<file path="src/rtl/eeprom_access_arbiter.sv">
// eeprom_access_arbiter: round-robin two-port sequencer in front of the I2C EEPROM engine.
// Define EEPROM_ARB_TIMEOUT_EN to add the engine watchdog in WAIT.
module eeprom_access_arbiter #(
  parameter logic [6:0] DEV_ADDR       = 7'h50,
  parameter int         WR_GAP_CYCLES  = 500,
  parameter int         TIMEOUT_CYCLES = 4096
) (
  input  logic       clk,
  input  logic       reset_n,
  input  logic       req0,
  input  logic       req1,
  input  logic       we0,
  input  logic       we1,
  input  logic [3:0] addr0,
  input  logic [3:0] addr1,
  input  logic [7:0] wdata0,
  input  logic [7:0] wdata1,
  output logic       ack0,
  output logic       ack1,
  output logic [7:0] rdata,
  output logic       err,
  output logic       busy,
  output logic [7:0] eng_i2c_addr,
  output logic [3:0] eng_word_addr,
  output logic [7:0] eng_wr_data,
  output logic       eng_go,
  input  logic       eng_done,
  input  logic [7:0] eng_rd_data,
  input  logic       eng_nack
);
  localparam int CNT_MAX = WR_GAP_CYCLES > TIMEOUT_CYCLES ? WR_GAP_CYCLES : TIMEOUT_CYCLES;
  localparam int CW = $clog2(CNT_MAX + 1);

  typedef enum logic [2:0] {IDLE, ISSUE, WAIT, GAP, RESP} state_t;
  state_t state, next;

  logic pri, port, rd, gnt, start, timeout, count;
  logic [CW-1:0] cnt;

  assign start = state == IDLE && (req0 || req1);
  assign gnt   = (req0 && req1) ? pri : req1;

  // One counter serves both the write gap and the watchdog; they never overlap.
`ifdef EEPROM_ARB_TIMEOUT_EN
  assign timeout = state == WAIT && !eng_done && cnt == CW'(TIMEOUT_CYCLES - 1);
  assign count   = state == GAP || state == WAIT;
`else
  assign timeout = 1'b0;
  assign count   = state == GAP;
`endif

  always_comb begin
    next = state;
    case (state)
      IDLE:    next = start ? ISSUE : IDLE;
      ISSUE:   next = WAIT;
      WAIT:    next = eng_done ? ((!rd && !eng_nack) ? GAP : RESP) : (timeout ? RESP : WAIT);
      GAP:     next = cnt == CW'(WR_GAP_CYCLES - 1) ? RESP : GAP;
      default: next = IDLE;
    endcase
  end

  always_ff @(posedge clk or negedge reset_n) begin
    if (!reset_n) state <= IDLE;
    else          state <= next;
  end

  always_ff @(posedge clk or negedge reset_n) begin
    if (!reset_n) begin
      pri           <= 1'b0;
      port          <= 1'b0;
      rd            <= 1'b0;
      eng_word_addr <= '0;
      eng_wr_data   <= '0;
      rdata         <= '0;
      err           <= 1'b0;
      cnt           <= '0;
    end else begin
      cnt <= (count && next == state) ? cnt + 1'b1 : '0;
      if (start) begin
        port          <= gnt;
        pri           <= !gnt;
        rd            <= gnt ? !we1 : !we0;
        eng_word_addr <= gnt ? addr1 : addr0;
        eng_wr_data   <= gnt ? wdata1 : wdata0;
      end
      if (state == WAIT && eng_done) begin
        err <= eng_nack;
        if (rd) rdata <= eng_rd_data;
      end else if (timeout) begin
        err <= 1'b1;
      end
    end
  end

  assign ack0         = state == RESP && !port;
  assign ack1         = state == RESP && port;
  assign busy         = state != IDLE;
  assign eng_go       = state == ISSUE;
  assign eng_i2c_addr = {DEV_ADDR, rd};
endmodule

</file>
<file path="config.mk">
export PLATFORM = sky130hd
export DESIGN_NAME = eeprom_access_arbiter
export DESIGN_NICKNAME = d
export VERILOG_FILES = /design/src/rtl/eeprom_access_arbiter.sv
export SDC_FILE = /design/constraint.sdc
export NUM_CORES = 1
export LEC_CHECK = 0
export BUFFER_PORTS_ARGS = -buffer_cell sky130_fd_sc_hd__buf_4
export CAP_MARGIN = 15
export CORE_ASPECT_RATIO = 1.25
export CORE_MARGIN = 1
export CORE_UTILIZATION = 51
export DETAILED_ROUTE_END_ITERATION = 7
export GPL_ROUTABILITY_DRIVEN = 0
export GPL_TIMING_DRIVEN = 0
export PLACE_DENSITY = 0.8
export SLEW_MARGIN = 20
export SYNTH_ARGS = -nofsm -noshare
export SYNTH_HDL_FRONTEND = slang
export SYNTH_SLANG_ARGS = --single-unit
export TNS_END_PERCENT = 100
</file>
<file path="constraint.sdc">
create_clock -name clk -period 5.4 [get_ports clk]
set_input_delay 1.08 -clock clk [delete_from_list [all_inputs] [get_ports clk]]
set_output_delay 1.08 -clock clk [all_outputs]
set_load 0.02 [all_outputs]
</file>
* Word-level counts from Yosys, hierarchy flattened
Cells that the tools add are included.
** Operators by class
- Shift-type cells :: 0
- Bitwise logic cells :: 0
- Add/sub/neg operators :: 1
- $mul :: 0
- Mux-type cells :: 10
- Magnitude comparators :: 0
- Div/mod/pow operators :: 0
- Reduce and logical (&&, ||, !) cells :: 17
- Equal/unequal tests :: 6
** Operator list (count)
- $add A13 B1 Y13 const B :: 1
- $eq A13 B9 Y1 const B :: 1
- $mux W13 :: 1
- $pmux W3 S4 :: 1
- $mux W3 :: 3
- $mux W8 :: 1
- $logic_and A1 B1 Y1 :: 7
- $eq A3 B2 Y1 const B :: 2
- $logic_not A1 Y1 :: 6
- $mux W4 :: 1
- $eq A3 B1 Y1 const B :: 1
- $eq A3 B3 Y1 :: 1
- $eq A3 B3 Y1 const B :: 1
- $logic_not A3 Y1 :: 1
- $mux W1 :: 3
- $reduce_bool A3 Y1 :: 1
- $reduce_and A2 Y1 :: 1
- $logic_or A1 B1 Y1 :: 1
** Storage, ports and cells
- Memory bits (writable) :: 0
- Bits in read-only memories :: 0
- Output and inout bits :: 33
- Flip-flop bits (word level) :: 40
- Latch bits :: 0
- Logic and storage cells :: 43
- Memories :: 0

* Logic depth before layout (Yosys ltp)
Gate-level depths: netlist of run 1.
- Depth in word-level cells :: 8
- Depth in mapped cells :: 6
- Gate-level depth less buffers :: 5

* Worst setup path before layout of run 1
Ideal clock, no wire load.
- Path type :: register to output
- Start :: register state[0]
- End :: output port ack0
- Arrival time :: 1.224 ns
- Cell stages (with the launch flop) :: 2
- Slack :: 3.096 ns
- Required time :: 4.320 ns
- Cells stage by stage :: dfrtp_1 -> nor4b_1
** Between the ends
- Word-level cells in the longest chain between the ends :: 2
** RTL lines
- start, declared :: RTL line 35 : state_t state, next;
- start signal, assigned :: RTL line 65 : else state <= next;
- $eq A3 B3 Y1 :: RTL line 96 : assign ack0 = state == RESP && !port;
- $logic_and A1 B1 Y1 :: RTL line 96
- end, declared :: RTL line 18 : output logic ack0,
No other way between the ends.

* Worst setup path after layout of run 1
- Start :: register state[0]
- End :: output port busy
** Between the ends
- Word-level cells in the longest chain between the ends :: 1
** RTL lines
- $reduce_bool A3 Y1 :: RTL line 98 : assign busy = state != IDLE;
- end, declared :: RTL line 22 : output logic busy,
No other way between the ends.

==> qor.csv, run 1 <==
stage,metric,value,unit
outcome,status,finished clean,
logic_synthesis,seq_area_frac_synth,54.7,%
route,firstDrtPassIters,6,
logic_synthesis,synthXorXnorAreaFrac,5.27,%
clock_tree,root_buffer,clkbuf_8,
clock_tree,numCtsBuffers,5,
logic_synthesis,synth_flop_cell,dfrtp_1,
die,io_pins,73,
clock_tree,clk_pin_slew,0.07,ns
place,place_hpwl,3.13,mm
logic_synthesis,synth.area.top_cells,"dfrtp_1 (55%), a222oi_1 (6.6%), mux2_2 (5.5%)",
timing,rsz0062_at_grt,no,
grt,gr-usage-met3,5.41,%
logic_synthesis,syn_area,0.00183,mm^2
layout,final_nets,284,
timing,slew-limit-headroom,66.7,%
timing,drv_slew,0,
layout,register_area,0.00100,mm^2
worst_setup_path,critPathLaunchType,flip-flop,
worst_setup_path,critical_path_class,flip-flop to output pin,
worst_setup_path,end_kind,output pin,
place,io_buffer_count,65,
die,dieArea,0.00383,mm^2
layout,syn_to_final_growth,35.5,%
clock_tree,h-tree-depth,2,
power_and_ir_drop,power.density,219,mW/mm^2
clock_tree,post_cts_resized,0,
clock_tree,cts_hold_buf,0,
worst_setup_path,critPathMaxFanout,7,
grt,grt_pass1_vias,1427,
grt,track_usage,22.2,%
logic_synthesis,synth_common_cells,"dfrtp_1 (40), inv_1 (18), nor2_1 (18)",
timing,finalHoldViolations,0,
grt,grt_pass1_wl,6.50,mm
timing,fmax,0.407,GHz
timing,fin_crit,2.46,ns
power_and_ir_drop,ir_drop,0.271,mV
route,drt_iter0_markers,71,
worst_setup_path,cp_slowest_cell,dfrtp_1,
logic_synthesis,synth_top_family_by_area,simple AND/OR/NAND/NOR gates,
logic_synthesis,synth_top_area_share,54.7,%
layout,drive_gt1_share,39.1,%
clock_tree,clk_latency,0.28,ns
logic_synthesis,synth-seq-cells,40,
route,postRouteAntennaNets,0,
logic_synthesis,synth_compound_area_share,9.44,%
worst_setup_path,critPathMaxStageDelay,0.46,ns
timing,hold_ws,0.506,ns
clock_tree,cts_tree,done,
logic_synthesis,synth_most_common_cell,dfrtp_1,
worst_setup_path,path_cells,nor3_1 -> inv_1 -> buf_4,
power_and_ir_drop,p_leak,1.39,nW
die,rows,23,
die,core_area,0.00331,mm^2
route,drt-total-wl,4.12,mm
grt,met2_usage,41.3,%
route,vias,1525,
flow_run,drv_cap,0,
grt,use_met1,25.1,%
clock_tree,cts_buffer_depth,2,
logic_synthesis,ys_types,35,
clock_tree,clock-sinks,40,
worst_setup_path,cp_data_required_time,4.32,ns
timing,finalSetupTns,0,ns
timing,skew,0.00491,ns
logic_synthesis,syn_avg_cell_area,11.0,um^2
die,die_h,69.0,um
grt,busiest_layer,met2,
hold_path,hold_class,flip-flop to flip-flop,
logic_synthesis,synthSimpleGateAreaFrac,15.4,%
route,vias_per_cell,5.45,
worst_setup_path,path_delay_family,flip-flops,
logic_synthesis,synth_top_area_cell,dfrtp_1,
logic_synthesis,synth_warnings,0,
power_and_ir_drop,finalPower,0.000543,W
route,remaining_drc_errors,0,
grt,grt_start_max_net_pins,41,
logic_synthesis,async_flop_share,100,%
worst_setup_path,path_buf_inv,2,
layout,multi_input_area,691,um^2
route,wire_per_inst,14.7,um
die,initial_core_util,55.3,%
clock_tree,cts_setup_buffers,0,
timing,finalCritPeriodShare,45.5,%
worst_setup_path,critPathArrivalTime,1.38,ns
timing,tightestPinTransition,0.496,ns
logic_synthesis,synth_adder_area_share,0.684,%
die,die_w,55.6,um
layout,diodes,0,
logic_synthesis,synth_edf_count,0,
grt,antenna_found_initial,0,
timing,finalSetupViolations,0,
logic_synthesis,synth_cells,166,
grt,grt_overflow,0,
logic_synthesis,synthMuxAreaShare,5.54,%
layout,fill_cells,253,
-- where the power goes --
part,internal [W],switching [W]
Clock,0.000114,0.0000931
Sequential,0.000299,0
Combinational,0.0000214,0.0000157
-- metrics by stage --
step / cell area (um^2) / util, % / setup WS (ns) / std cells
after global routing: 2480 / 74.9 / 2.80 / 280
after floorplan: 1850 / - / 3.10 / 171
final: 2480 / 74.9 / 2.94 / 280
after global placement: 2380 / 72.0 / 3.22 / 273
after detailed placement: 2380 / 72.0 / 3.08 / 273
after CTS: 2480 / 74.9 / 2.93 / 280
-- cells by family after synthesis --
group	after synthesis
AOI/OAI and AO/OA	20
xor gates and xnor gates	11
adders and majority gates	1
buffers and inverters	31
DFF	40
muxes	9
other	2
and+or+nand+nor	52
-- path summary, 6_finish.rpt --
kind	startpoint	endpoint	slack [ns]	depth (start not counted)
worst max-delay path	state[0]	busy	2.94	3
worst min-delay path	rdata[1]	rdata[1]	0.51	1
worst max register to register	state[0]	eng_word_addr[2]	3.39	5
worst min register to register	rdata[1]	rdata[1]	0.51	1
max in group asynchronous	reset_n	rdata[4]	4.29	1
min in group asynchronous	reset_n	cnt[12]	0.76	1
-- routing by layer --
layer | wire length, um | share of wire, %
met5 | 0 | 0
met4 | 28 | 0.68
met1 | 1630 | 39
met2 | 2280 | 55
met3 | 192 | 4.7
-- cell type report --
type / instances / share of cell area [%]
Tap cell: 37 / 1.87
Timing Repair Buffer: 65 / 19.7
Inverter: 18 / 2.73
Sequential cell: 40 / 40.4
Buffer: 13 / 3.58
Clock buffer: 7 / 3.89
Multi-Input combinational cell: 100 / 27.9
-- layout by cell type (no fill, tap or decap) --
cell type  Yosys  layout
nor4b_1        1       1
dfrtp_1       40      40
mux2_2         9       9
nand3_1        3       3
o21ai_1        1       1
nor4bb_1       1       1
nor4_1         2       2
conb_1         2       7
nand3_2        2       2
xnor2_1        7       7
and2b_2        1       1
buf_4          8      73
and4_1         1       1
nor2b_1        2       2
o21ai_0        2       2
or4b_1         2       2
ha_1           1       1
xor2_1         4       4
buf_6          1       1
o21a_1         1       1
buf_1          1       1
a221o_1        1       1
and3_1         3       3
a222oi_1      12      12
a21oi_1        1       1
clkbuf_1       1       1
or3_1          1       1
clkbuf_8       0       7
a21o_1         2       2
nand2b_1       1       1
buf_2          2       2
nor3_1         5       5
nand2_1        6       6
nor2_1        18      18
inv_1         18      18
nand4_1        3       3
-- state kept, by name, indices dropped and copies added (netlist names) --
register and count:
cnt 13, rdata 8, port 1, pri 1, eng_word_addr 4, rd 1
state 3, err 1, eng_wr_data 8
Power figures use the tool's default switching activity.
==> inputs of run 2 (changes only) <==
CORE_UTILIZATION = 43   (was 51)
PLACE_DENSITY = 0.72   (was 0.8)
clock period = 2 ns   (was 5.4 ns; I/O delays follow)
==> run 2 against run 1 <==
Against the previous run: flip-flop and latch count unchanged; sequential share of layout area is 1.0 points lower; clock power rose to 3.0 times the previous value; routed wire length decreased by 10%; the flow now finishes with violations (design-rule violations); global-route usage is 4.4 points lower; hold slack got worse by 0.44 ns; first-iteration DRC count is 48% higher; via count is 3.1% lower; power rose to 2.8 times the previous value; design area rose by 2.7%; utilization decreased by 12 points; cell count rose by 7.1%.
==> qor.csv, run 2 (synthesis gave the netlist of run 1 again) <==
stage,metric,value,unit,change
clock_tree,cts_setup_buffers,0,,unchanged
route,wl_met2,1.91,mm,was 2.28 mm
layout,fill_cells,359,,was 253
route,drt-met1-wl,1.54,mm,was 1.63 mm
hold_path,hold_class,primary input to async pin,,was flip-flop to flip-flop
clock_tree,cts_hold_buf,0,,unchanged
worst_setup_path,rr_startpoint,cnt[1],,was state[0]
power_and_ir_drop,power.density,604,mW/mm^2,was 219 mW/mm^2
worst_setup_path,path_cells,ha_4 -> or4b_1 -> or3_4 -> nand3_4 -> buf_6 -> nand3_2,,was nor3_1 -> inv_1 -> buf_4
power_and_ir_drop,ir_drop,0.442,mV,was 0.271 mV
worst_setup_path,end_kind,flip-flop,,was output pin
layout,syn_to_final_growth,39.1,%,was 35.5%
die,dieArea,0.00452,mm^2,was 0.00383 mm^2
place,preCtsSetupSlack,0.0409,ns,was 3.08 ns
timing,finalCritPeriodShare,95.6,%,
worst_setup_path,critPathMaxStageDelay,0.46,ns,about the same
flow_run,drv_cap,0,,unchanged
layout,final_nets,284,,unchanged
clock_tree,h-tree-depth,2,,unchanged
clock_tree,root_buffer,clkbuf_8,,unchanged
route,postRouteAntennaNets,0,,unchanged
timing,slew-limit-headroom,66.5,%,was 66.7%
layout,reg.largest.list,"cnt: 13 flops, eng_wr_data: 8 flops, rdata: 8 flops",,unchanged
worst_setup_path,worstRegToRegCells,6,,was 5
grt,grt_pass1_wl,5.84,mm,was 6.50 mm
route,vias_per_cell,4.93,,was 5.45
worst_setup_path,critPathArrivalTime,2.08,ns,was 1.38 ns
route,drt_iter0_markers,105,,was 71
timing,finalSetupViolations,0,,unchanged
die,die_h,74.9,um,was 69.0 um
route,dr_wl_met3,168,um,was 192 um
place,io_buffer_count,65,,unchanged
grt,grt_overflow,0,,unchanged
outcome,violations,design-rule violations,,
die,rows,26,,was 23
layout,final_common_cell,buf_4,,unchanged
grt,grt_start_max_net_pins,41,,unchanged
timing,rsz0062_at_grt,no,,unchanged
outcome,status,"complete, but fails checks",,was finished clean
layout,largest_reg_flops,13,,unchanged
clock_tree,clk_latency,0.28,ns,about the same
clock_tree,clock-sinks,40,,unchanged
clock_tree,clk_pin_slew,0.07,ns,about the same
grt,antenna_found_initial,0,,unchanged
clock_tree,cts_buffer_depth,2,,unchanged
grt,track_usage,17.8,%,was 22.2%
route,firstDrtPassIters,8,,was 6
route,remaining_drc_errors,1,,was 0
die,initial_core_util,45.0,%,was 55.3%
layout,regMostFlops,cnt,,unchanged
clock_tree,numCtsBuffers,5,,unchanged
timing,skew,0.00357,ns,was 0.00491 ns
die,io_pins,73,,unchanged
timing,finalHoldViolations,0,,unchanged
timing,fmax,0.523,GHz,
timing,tightestPinTransition,0.499,ns,was 0.496 ns
die,die_w,60.3,um,was 55.6 um
timing,finalSetupTns,0,ns,unchanged
worst_setup_path,critPathMaxFanout,10,,was 7
worst_setup_path,critPathLaunchType,flip-flop,,unchanged
timing,setup_ws,0.0886,ns,was 2.94 ns
layout,diodes,0,,unchanged
worst_setup_path,cp_data_required_time,2.17,ns,was 4.32 ns
route,drt-total-wl,3.69,mm,was 4.12 mm
layout,final_cell_mix,"buf_4 (73), dfrtp_1 (39), inv_1 (18), nor2_1 (18), a222oi_1 (12)",,"was buf_4 (73), dfrtp_1 (40), inv_1 (18), nor2_1 (18), a222oi_1 (12)"
layout,drive_gt1_share,40.6,%,was 39.1%
route,maxUsedRoutingLayer,met4,,unchanged
power_and_ir_drop,p_leak,1.40,nW,was 1.39 nW
layout,register_area,0.00100,mm^2,about the same
route,vias,1478,,was 1525
timing,fin_crit,1.91,ns,
place,place_hpwl,2.69,mm,was 3.13 mm
die,core_area,0.00407,mm^2,was 0.00331 mm^2
worst_setup_path,critical_path_class,flip-flop to flip-flop,,was flip-flop to output pin
worst_setup_path,cp_slowest_cell,or4b_1,,was dfrtp_1
worst_setup_path,crit_start,cnt[1],,was state[0]
route,wire_per_inst,12.3,um,was 14.7 um
grt,grt_pass1_vias,1341,,was 1427
worst_setup_path,cp_num_cells,6,,was 3
clock_tree,cts_tree,done,,unchanged
worst_setup_path,path_delay_family,simple AND/OR/NAND/NOR gates,,was flip-flops
worst_setup_path,path_buf_inv,1,,was 2
layout,multi_input_area,721,um^2,was 691 um^2
timing,drv_slew,0,,unchanged
## run 2: what timing repair did
| item | CTS | global route |
|---|---|---|
| endpoints found under the setup margin | 0 | 17 |
| hold endpoints to repair | 0 | 0 |
| resized for setup | 0 | 6 |
## run 2: final timing paths
kind	slack, ns	end
max	0.09	state[0]
min in group clk	0.32	eng_word_addr[2]
max reg2reg	0.09	state[0]
max in group asynchronous	1.56	cnt[0]
min reg2reg	0.50	pri
min	0.07	rd
## run 2: per-layer routing
metal	track usage, %	vias up
met5	0	-
met4	9.04	0
met3	4.64	7
met2	28.6	50
met1	21.9	703
li1	-	718
## run 2: where the power goes
group	switching, W	leakage, nW	total [W]	internal (W)
Combinational	0.0000404	0.808	0.0000982	0.0000578
Clock	0.000260	0.0552	0.000630	0.000370
Sequential	0	0.534	0.000808	0.000808
## run 2: through the flow
step / power, W / cells / hold WS (ns) / utilization (%) / instance area (um^2)
final: 0.00154 / 300 / 0.0710 / 62.6 / 2540
after global routing: 0.00161 / 300 / 0.106 / 62.6 / 2540
after CTS: 0.00156 / 300 / 0.0918 / 61.8 / 2510
after detailed placement: 0.000924 / 292 / 0.410 / 59.2 / 2410
after global placement: 0.000923 / 292 / 0.412 / 59.2 / 2410
after floorplan: 0.000849 / 171 / 0.104 / - / 1850
## run 2: final cells by class
cell class              count  share of cell area [%]
multi-input cells         100                    28.3
clock buffers               6                    2.85
plain buffers              13                    3.49
inverters                  18                    2.65
flip-flops and latches     40                    39.4
repair buffers             65                    19.2
clock inverters             2                    1.38
well taps                  56                    2.75
==> inputs of run 3 (changes only) <==
ABC_AREA = 1   (was not set)
CORE_UTILIZATION = 45   (was 43)
PLACE_DENSITY = 0.73   (was 0.72)
==> run 3 against run 2 <==
Against the previous run: the flow now finishes without violations; synthesized cell count up 51%; power up 120%; non-clock buffer count up 5; fmax up 5.3%; design area up 7.6%; routed wire length up 31%; cell count up 29%; register-to-register slack better by 0.49 ns; die area up 7.7%; global-route usage up 4.6 points; critical endpoint is now busy; largest cell class unchanged.
==> qor.csv, run 3 <==
stage,metric,value,unit,change
outcome,status,finished clean,,"was complete, but fails checks"
timing,finalHoldViolations,0,,unchanged
layout,fin_cells,386,,was 300
logic_synthesis,synth_top_area_cell,dfrtp_1,,unchanged
grt,grt_pass1_wl,8.60,mm,was 5.84 mm
power_and_ir_drop,clockPowerShare,16.1,%,was 41.0%
logic_synthesis,synth_cells,250,,was 166
logic_synthesis,synth.area.top_cells,"dfrtp_1 (48%), nand3_1 (9.4%), nand2_1 (9.4%)",,"was dfrtp_1 (55%), a222oi_1 (6.6%), mux2_2 (5.5%)"
logic_synthesis,synth_warnings,0,,unchanged
layout,regMostFlops,cnt,,unchanged
layout,reg.largest.list,"cnt: 13 flops, eng_wr_data: 8 flops, rdata: 8 flops",,unchanged
worst_setup_path,reg2reg_to,state[1],,was state[0]
timing,tightestPinTransition,0.500,ns,was 0.499 ns
layout,final_nets,368,,was 284
die,rows,27,,was 26
timing,finalSetupTns,0,ns,unchanged
logic_synthesis,synth-seq-cells,40,,unchanged
grt,grt_overflow,0,,unchanged
grt,antenna_found_initial,0,,unchanged
clock_tree,root_buffer,clkbuf_8,,unchanged
clock_tree,clk_pin_slew,0.08,ns,was 0.07 ns
logic_synthesis,synth_flop_cell,dfrtp_1,,unchanged
logic_synthesis,synth_top_area_share,48.4,%,was 54.7%
logic_synthesis,synth_edf_count,0,,unchanged
die,die_h,77.8,um,was 74.9 um
timing,slew-limit-headroom,66.6,%,was 66.5%
power_and_ir_drop,p_comb_share,47.8,%,was 6.4%
hold_path,hold_class,primary input to async pin,,unchanged
route,vias_per_cell,4.99,,was 4.93
timing,rsz0062_at_grt,no,,unchanged
logic_synthesis,ys_types,26,,was 35
flow_run,drv_cap,0,,unchanged
layout,final_cell_mix,"buf_4 (74), nand2_1 (52), dfrtp_1 (40), nand3_1 (39), nor2_1 (27)",,"was buf_4 (73), dfrtp_1 (39), inv_1 (18), nor2_1 (18), a222oi_1 (12)"
place,place_hpwl,3.66,mm,was 2.69 mm
route,remaining_drc_errors,0,,was 1
power_and_ir_drop,p_leak,1.36,nW,was 1.40 nW
clock_tree,h-tree-depth,2,,unchanged
timing,skew,0.00476,ns,was 0.00357 ns
grt,grt_pass1_vias,2041,,was 1341
clock_tree,cts_setup_buffers,0,,unchanged
power_and_ir_drop,pwr-share-seq,36.1,%,was 52.6%
timing,fin_crit,1.82,ns,was 1.91 ns
grt,gr-usage-met3,5.74,%,was 4.64%
die,initial_core_util,47.1,%,was 45.0%
logic_synthesis,seq_area_frac_synth,48.4,%,was 54.7%
layout,drive_gt1_share,29.9,%,was 40.6%
route,drt-total-wl,4.84,mm,was 3.69 mm
power_and_ir_drop,power.switching,0.00142,W,was 0.000300 W
timing,drv_slew,0,,unchanged
grt,busiest_layer,met2,,unchanged
layout,largest_reg_flops,13,,unchanged
layout,diodes,0,,unchanged
logic_synthesis,syn_avg_cell_area,8.27,um^2,was 11.0 um^2
layout,syn_to_final_growth,32.5,%,was 39.1%
worst_setup_path,end_kind,output pin,,was flip-flop
timing,finalSetupViolations,0,,unchanged
die,io_pins,73,,unchanged
worst_setup_path,reg2reg_slack,0.58,ns,was 0.09 ns
route,drt_iter0_markers,53,,was 105
layout,fill_cells,412,,was 359
grt,track_usage,22.4,%,was 17.8%
timing,fmax,0.551,GHz,was 0.523 GHz
clock_tree,cts_hold_buf,0,,unchanged
timing,finalCritPeriodShare,90.8,%,was 95.6%
clock_tree,numCtsBuffers,5,,unchanged
die,core_area,0.00439,mm^2,was 0.00407 mm^2
die,die_w,62.6,um,was 60.3 um
worst_setup_path,critPathArrivalTime,1.42,ns,was 2.08 ns
power_and_ir_drop,switching_share,41.4,%,was 19.5%
grt,grt_start_max_net_pins,41,,unchanged
logic_synthesis,syn_area,0.00207,mm^2,was 0.00183 mm^2
layout,final_common_cell,buf_4,,unchanged
logic_synthesis,async_flop_share,100,%,unchanged
clock_tree,clock-sinks,40,,unchanged
die,dieArea,0.00487,mm^2,was 0.00452 mm^2
clock_tree,cts_buffer_depth,2,,unchanged
clock_tree,post_cts_resized,0,,unchanged
worst_setup_path,worstRegToRegCells,7,,was 6
worst_setup_path,critPathMaxFanout,10,,unchanged
worst_setup_path,cp_data_required_time,1.60,ns,was 2.17 ns
route,firstDrtPassIters,4,,was 8
power_and_ir_drop,ir_drop,0.611,mV,was 0.442 mV
worst_setup_path,critPathLaunchType,flip-flop,,unchanged
power_and_ir_drop,finalPower,0.00342,W,was 0.00154 W
logic_synthesis,synth_most_common_cell,nand2_1,,was dfrtp_1
route,postRouteAntennaNets,0,,unchanged
worst_setup_path,rr_startpoint,cnt[0],,was cnt[1]
place,placed_cells,378,,was 292
worst_setup_path,critical_path_class,flip-flop to output pin,,was flip-flop to flip-flop
power_and_ir_drop,p_int,0.00201,W,was 0.00124 W
place,io_buffer_count,65,,unchanged
power_and_ir_drop,power.density,1250,mW/mm^2,was 604 mW/mm^2
clock_tree,clk_latency,0.29,ns,was 0.28 ns
grt,met2_usage,40.2,%,was 28.6%
logic_synthesis,synth_common_cells,"nand2_1 (52), dfrtp_1 (40), nand3_1 (39)",,"was dfrtp_1 (40), inv_1 (18), nor2_1 (18)"
route,vias,1928,,was 1478
route,wire_per_inst,12.5,um,was 12.3 um
clock_tree,cts_tree,done,,unchanged
grt,use_met1,24.3,%,was 21.9%
-- run 3: cell count changes after synthesis, moves of 9 or more --
| cell | before | now |
|---|---|---|
| nand2_1 | 6 | 52 |
| nand3_1 | 3 | 39 |
| o21ai_0 | 2 | 18 |
| nand4_1 | 3 | 17 |
| a222oi_1 | 12 | 0 |
| mux2_2 | 9 | 0 |
| nor2_1 | 18 | 27 |
-- run 3: layout make-up --
cell class              count  area (um^2)  area share (%)
well taps                  58         72.6            2.65
flip-flops and latches     40         1000            36.5
multi-input cells         180          892            32.6
inverters                  17         63.8            2.33
repair buffers             65          488            17.8
clock inverters             2         10.0           0.365
plain buffers              18          129            4.71
clock buffers               6         82.6            3.02
-- run 3: logic make-up after synthesis --
| logic type | synth area share [%] |
|---|---|
| and+or+nand+nor | 33.2 |
| DFF | 48.4 |
| buffers and inverters | 9.32 |
| AOI/OAI and AO/OA | 5.57 |
| xor gates and xnor gates | 2.54 |
| other | 0.363 |
| adders and majority gates | 0.605 |
-- run 3: routing by layer --
metal / routed length (um) / vias up / share of wire [%]
li1: - / 969 / -
met2: 2500 / 55 / 52
met1: 1970 / 893 / 41
met4: 106 / 0 / 2.2
met3: 263 / 11 / 5.4
met5: 0 / - / 0
-- run 3: worst max-delay path by stage --
stage / from / endpoint / cells past startpoint
global route: state[0] / busy / 4
floorplan: state[1] / eng_go / 1
detailed placement: state[0] / busy / 4
finish: state[0] / busy / 4
global placement: state[0] / busy / 4
CTS: state[0] / busy / 4
-- run 3: per-stage QoR --
stage	hold WS [ns]	util (%)	worst slack (ns)	area, um^2
6_report	0.0717	62.4	0.184	2740
5_1_grt	0.115	62.4	0.0925	2740
4_1_cts	0.0932	62.4	0.177	2740
3_5_place_dp	0.412	60.3	0.497	2650
3_3_place_gp	0.410	60.3	0.518	2650
2_1_floorplan	0.104	-	0.630	2090
-- run 3: worst max-delay path: stages (launching register included) --
cell and delay [ns]:
dfrtp_1 0.39, inv_1 0.16, nand3_4 0.17, buf_2 0.23, buf_4 0.17
-- run 3: power groups by stage --
stage | Combinational [W] | Clock (W) | Sequential [W]
global placement | 0.00162 | 0 | 0.00125
CTS | 0.00165 | 0.000568 | 0.00123
floorplan | 0.000769 | 0 | 0.00147
detailed placement | 0.00165 | 0 | 0.00124
finish | 0.00164 | 0.000550 | 0.00124
global route | 0.00181 | 0.000594 | 0.00127
